[src/rtl/input_conditioner.sv]
// N-channel push-button front end: synchroniser, debouncer, edge pulses
// and hold-to-auto-repeat press pulses, one independent lane per channel.
module input_conditioner #(
    parameter int N           = 5,
    parameter int SYNC_STAGES = 2,
    parameter int STABLE      = 1000000,
    parameter int CNT_W       = 20,
    parameter int RPT_DELAY   = 25000000,
    parameter int RPT_RATE    = 5000000,
    parameter int RPT_W       = 25
) (
    input  logic         clk,
    input  logic         reset,
    input  logic [N-1:0] btn_in,
    input  logic [N-1:0] repeat_en,
    output logic [N-1:0] level,
    output logic [N-1:0] rise,
    output logic [N-1:0] fall,
    output logic [N-1:0] press
);

    typedef enum logic [1:0] {
        IDLE,
        DELAY,
        REPEAT
    } rpt_state_t;

    localparam logic [CNT_W-1:0] CNT_LAST   = CNT_W'(STABLE - 1);
    localparam logic [RPT_W-1:0] DELAY_LAST = RPT_W'(RPT_DELAY - 1);
    localparam logic [RPT_W-1:0] RATE_LAST  = RPT_W'(RPT_RATE - 1);

    for (genvar i = 0; i < N; i++) begin : g_ch
        logic [SYNC_STAGES-1:0] sync_q;
        logic [CNT_W-1:0]       cnt;
        logic [RPT_W-1:0]       t;
        rpt_state_t             state;
        logic                   level_q;
        logic                   rise_q;
        logic                   fall_q;
        logic                   press_q;
        logic                   s;
        logic                   flip;
        logic                   level_nxt;

        assign s         = sync_q[SYNC_STAGES-1];
        assign flip      = (s != level_q) && (cnt == CNT_LAST);
        assign level_nxt = flip ? s : level_q;

        always_ff @(posedge clk) begin
            if (reset) begin
                sync_q  <= '0;
                cnt     <= '0;
                t       <= '0;
                state   <= IDLE;
                level_q <= 1'b0;
                rise_q  <= 1'b0;
                fall_q  <= 1'b0;
                press_q <= 1'b0;
            end else begin
                sync_q  <= {sync_q[SYNC_STAGES-2:0], btn_in[i]};
                level_q <= level_nxt;
                rise_q  <= flip & s;
                fall_q  <= flip & ~s;
                press_q <= 1'b0;

                if (s == level_q || flip)
                    cnt <= '0;
                else
                    cnt <= cnt + 1'b1;

                // Timers look at the next level so a release beats a
                // repeat tick landing on the same edge.
                unique case (state)
                    IDLE: begin
                        if (flip && s) begin
                            press_q <= 1'b1;
                            if (repeat_en[i]) begin
                                state <= DELAY;
                                t     <= '0;
                            end
                        end
                    end
                    DELAY: begin
                        if (!level_nxt || !repeat_en[i]) begin
                            state <= IDLE;
                        end else if (t == DELAY_LAST) begin
                            press_q <= 1'b1;
                            t       <= '0;
                            state   <= REPEAT;
                        end else begin
                            t <= t + 1'b1;
                        end
                    end
                    REPEAT: begin
                        if (!level_nxt || !repeat_en[i]) begin
                            state <= IDLE;
                        end else if (t == RATE_LAST) begin
                            press_q <= 1'b1;
                            t       <= '0;
                        end else begin
                            t <= t + 1'b1;
                        end
                    end
                    default: state <= IDLE;
                endcase
            end
        end

        assign level[i] = level_q;
        assign rise[i]  = rise_q;
        assign fall[i]  = fall_q;
        assign press[i] = press_q;
    end

endmodule

[config.mk]
export PLATFORM = sky130hd
export DESIGN_NAME = input_conditioner
export DESIGN_NICKNAME = d
export VERILOG_FILES = /design/src/rtl/input_conditioner.sv
export SDC_FILE = /design/constraint.sdc
export NUM_CORES = 1
export LEC_CHECK = 0
export CAP_MARGIN = 20
export CORE_ASPECT_RATIO = 0.9
export CORE_UTILIZATION = 39
export DETAILED_ROUTE_END_ITERATION = 7
export GPL_TIMING_DRIVEN = 0
export SLEW_MARGIN = 20
export SYNTH_ARGS = -nofsm -noshare
export SYNTH_HDL_FRONTEND = slang
export SYNTH_SLANG_ARGS = --single-unit
[constraint.sdc]
create_clock -name clk -period 4.6 [get_ports clk]
set_input_delay 0.92 -clock clk [delete_from_list [all_inputs] [get_ports clk]]
set_output_delay 0.92 -clock clk [all_outputs]
set_load 0.05 [all_outputs]
==> results.md <==
- Hpwl dp: 26.8 mm
- Cell area power density: 299 nW/µm²
- Worst path required time: 5.08 ns
- Outcome: finished clean
- Area of the core: 36200 µm²
- Worst-Skew Late Latency: 0.56 ns
- First-pass GRT wire length: 63.2 mm
- Vias: 13300
- Clock buffer depth: 3
- Max Slew Vio Count: 0
- Most used DFF post-synth: dfxtp_1
- Post-layout minimum cycle time: 3.17 ns
- EDFF count, synth: 0
- Worst-path clk slew: 0.06 ns
- Final Non-Filler Cells: 2330
- Synth-to-Final Area Change: 13.2%
- Hold path cells: 1
- Fraction of registers with async set/reset: 0
- Final Cell Area: 16300 µm²
- Die ar.: 37600 µm²
- Top cell type's share of synthesized area: 0.370
- Setup Buffers After CTS: 0
- Worst Hold Slack: 0.444 ns
- Proportion of layout cells with a drive suffix above 1: 0.0820
- Synth Instances: 1770
- Largest net degree at the start of global routing: 15
- Int Pwr: 3800 µW
- Die width: 204 µm
- Core Util, Final: 0.449
- Sw Share: 0.220
- Final setup vio count: 0
- Net Switching: 1070 µW
- Clk_skew: 0.0111 ns
- Initial antenna violation count: 0
- Post-CTS Hold Buffers: 0
- Post-Route WL: 38.8 mm
- Most common cell after layout, fill and taps aside: dfxtp_1
- Combinational share of power: 0.026
- Antenna diodes: 0
- Root Buffer: clkbuf_16
- Flops & latches, synth: 265
- Grt ovf: 0
- Lkg Pwr: 0.00505 µW
- Main area contributors after synthesis: dfxtp_1, nand3_1, a21oi_1
- Inst Count DP: 2276
- TNS Setup: 0 ns
- Synth Cell Area: 14400 µm²
- Max VDD drop: 0.262 mV
- Max layer used: met4
- Max-Cap Viols: 0
- Ports: 32
- CTS resizes: 0
- Flop pwr share: 0.474
- Worst r2r path cells: 8
- Worst min-delay path class: reg2reg
- CTS tree: yes
- Routability cong.: 0.890
- Routed length on met1: 19.0 mm
- Vias per inst: 5.70
- Met3 wire len: 2.44 mm
- Met2 wire length: 16.2 mm
- Crit Path Category: reg2reg
- Layout net count: 1874
- CP max FO: 10
- Starting DRT DRC Count: 1010
- Post-route DRC violation count: 0
- Yosys top cell by area: dfxtp_1
- Final worst path period share: 0.689
- CP Capture Type: flop
- Vias in the first global route: 12100
- Clock share of power: 0.500
- RSZ-0062 raised after global routing: false
- Post-synthesis sequential area ratio: 0.370
- Commonest cells after routing, fill and taps aside: dfxtp_1, nand2_1, nand3_1
- Total CTS buffers: 30
- Post-Syn Area per Cell: 8.11 µm²
- CP startpoint kind: flop
- GRT Overall Usage: 0.204
- Number of port buffers: 30
- Relative max-transition margin: 0.245
- Routed Antenna Nets: 0
- Clk sinks: 265
- WL/cell: 16.7 µm
- Worst Tran Pin Value: 1.13 ns
- Worst path arrival time: 3.65 ns
- Initial core utilization: 0.397
- F_max: 316 MHz
- Synth cell types: 86
- Post-synthesis net count: 1812
- H-tree depth: 1
- Die Ht: 184 µm
- Post-DP Area: 15300 µm²
- Final Hold Vio Count: 0
- Row cnt: 66
- Drt pass-1 iters: 6
- Ys Warns: 0
## kinds of logic after synthesis
group / Yosys count / synth area share
flip-flops: 265 / 0.370
XOR/XNOR: 84 / 0.0513
multiplexers: 7 / 0.00628
adder cells (fa/ha/maj): 30 / 0.0261
AO/OA/AOI/OAI: 345 / 0.174
AND/OR/NAND/NOR: 828 / 0.309
buffers and inverters: 211 / 0.0629
## per-layer routing
metal  global-route usage  vias to the layer above
met1                0.298                     6236
met3               0.0300                       72
met5                    0                        -
li1                     -                     6588
met2                0.304                      395
met4               0.0657                        0
## power groups by stage
| stage | clock network, µW | logic [µW] | registers [µW] |
|---|---|---|---|
| global route | 2590 | 136 | 2310 |
| finish | 2430 | 128 | 2310 |
| CTS | 2490 | 127 | 2310 |
| global placement | 0 | 126 | 2360 |
| floorplan | 0 | 64.3 | 2360 |
| detailed placement | 0 | 127 | 2360 |
## registers in the layout, summed over array words and instances (netlist names)
register	count
g_ch.cnt	100
g_ch.fall_q	5
g_ch.level_q	5
g_ch.press_q	5
g_ch.rise_q	5
g_ch.state	10
g_ch.sync_q	10
g_ch.t	125
## worst paths after layout
check / slack [ns] / startpoint / endpoint
worst min register to register: 0.44 / g_ch[4].sync_q[0] / g_ch[4].sync_q[1]
worst min-delay path: 0.44 / g_ch[4].sync_q[0] / g_ch[4].sync_q[1]
worst max-delay path: 1.43 / g_ch[3].cnt[8] / g_ch[3].t[20]
worst max register to register: 1.43 / g_ch[3].cnt[8] / g_ch[3].t[20]
## cell usage after synthesis (all sizes together), types with 5 or more instances
master,count
clkbuf,63
or3,48
or4,28
nand2,153
a21boi,5
o21a,5
and2,17
nor4bb,5
nand2b,14
nor4b,7
o31ai,7
nand4,63
nor4,25
and3,35
xor2,51
nor2b,18
a22oi,10
a211oi,7
a31oi,9
nand3,147
o22ai,8
inv,107
o31a,6
dfxtp,265
o2bb2ai,6
nor3,45
ha,30
o211ai,6
nand4b,10
or2,24
o32ai,76
o21ai,27
a31o,5
or4b,12
buf,41
and4,15
nand3b,8
xnor2,33
nor2,144
a21oi,133
## final cells by class
cell class,count,area (µm²)
timing repair buffer,30,300
clock buffer,48,920
fill,3624,19900
sequential,265,5310
tap,476,596
buffer,104,502
clock inverter,6,80.1
inverter,107,402
multi-input combinational,1294,8150
## critical path, cell delays in order (launching register included)
cell and delay (ns):
dfxtp_1 0.34, or4b_2 0.67, nor4_1 0.52, mux2i_1 0.32
and2_1 0.16, clkbuf_1 0.35, clkbuf_1 0.43, nand4_1 0.13
a21oi_1 0.16
## per-stage QoR
stage | setup slack, ns | total power, µW
5_1_grt | 1.09 | 5030
4_1_cts | 1.43 | 4920
3_3_place_gp | 1.22 | 2480
2_1_floorplan | 2.00 | 2420
6_report | 1.43 | 4870
3_5_place_dp | 1.21 | 2480
Note: power is estimated with default switching activity, not from simulation.
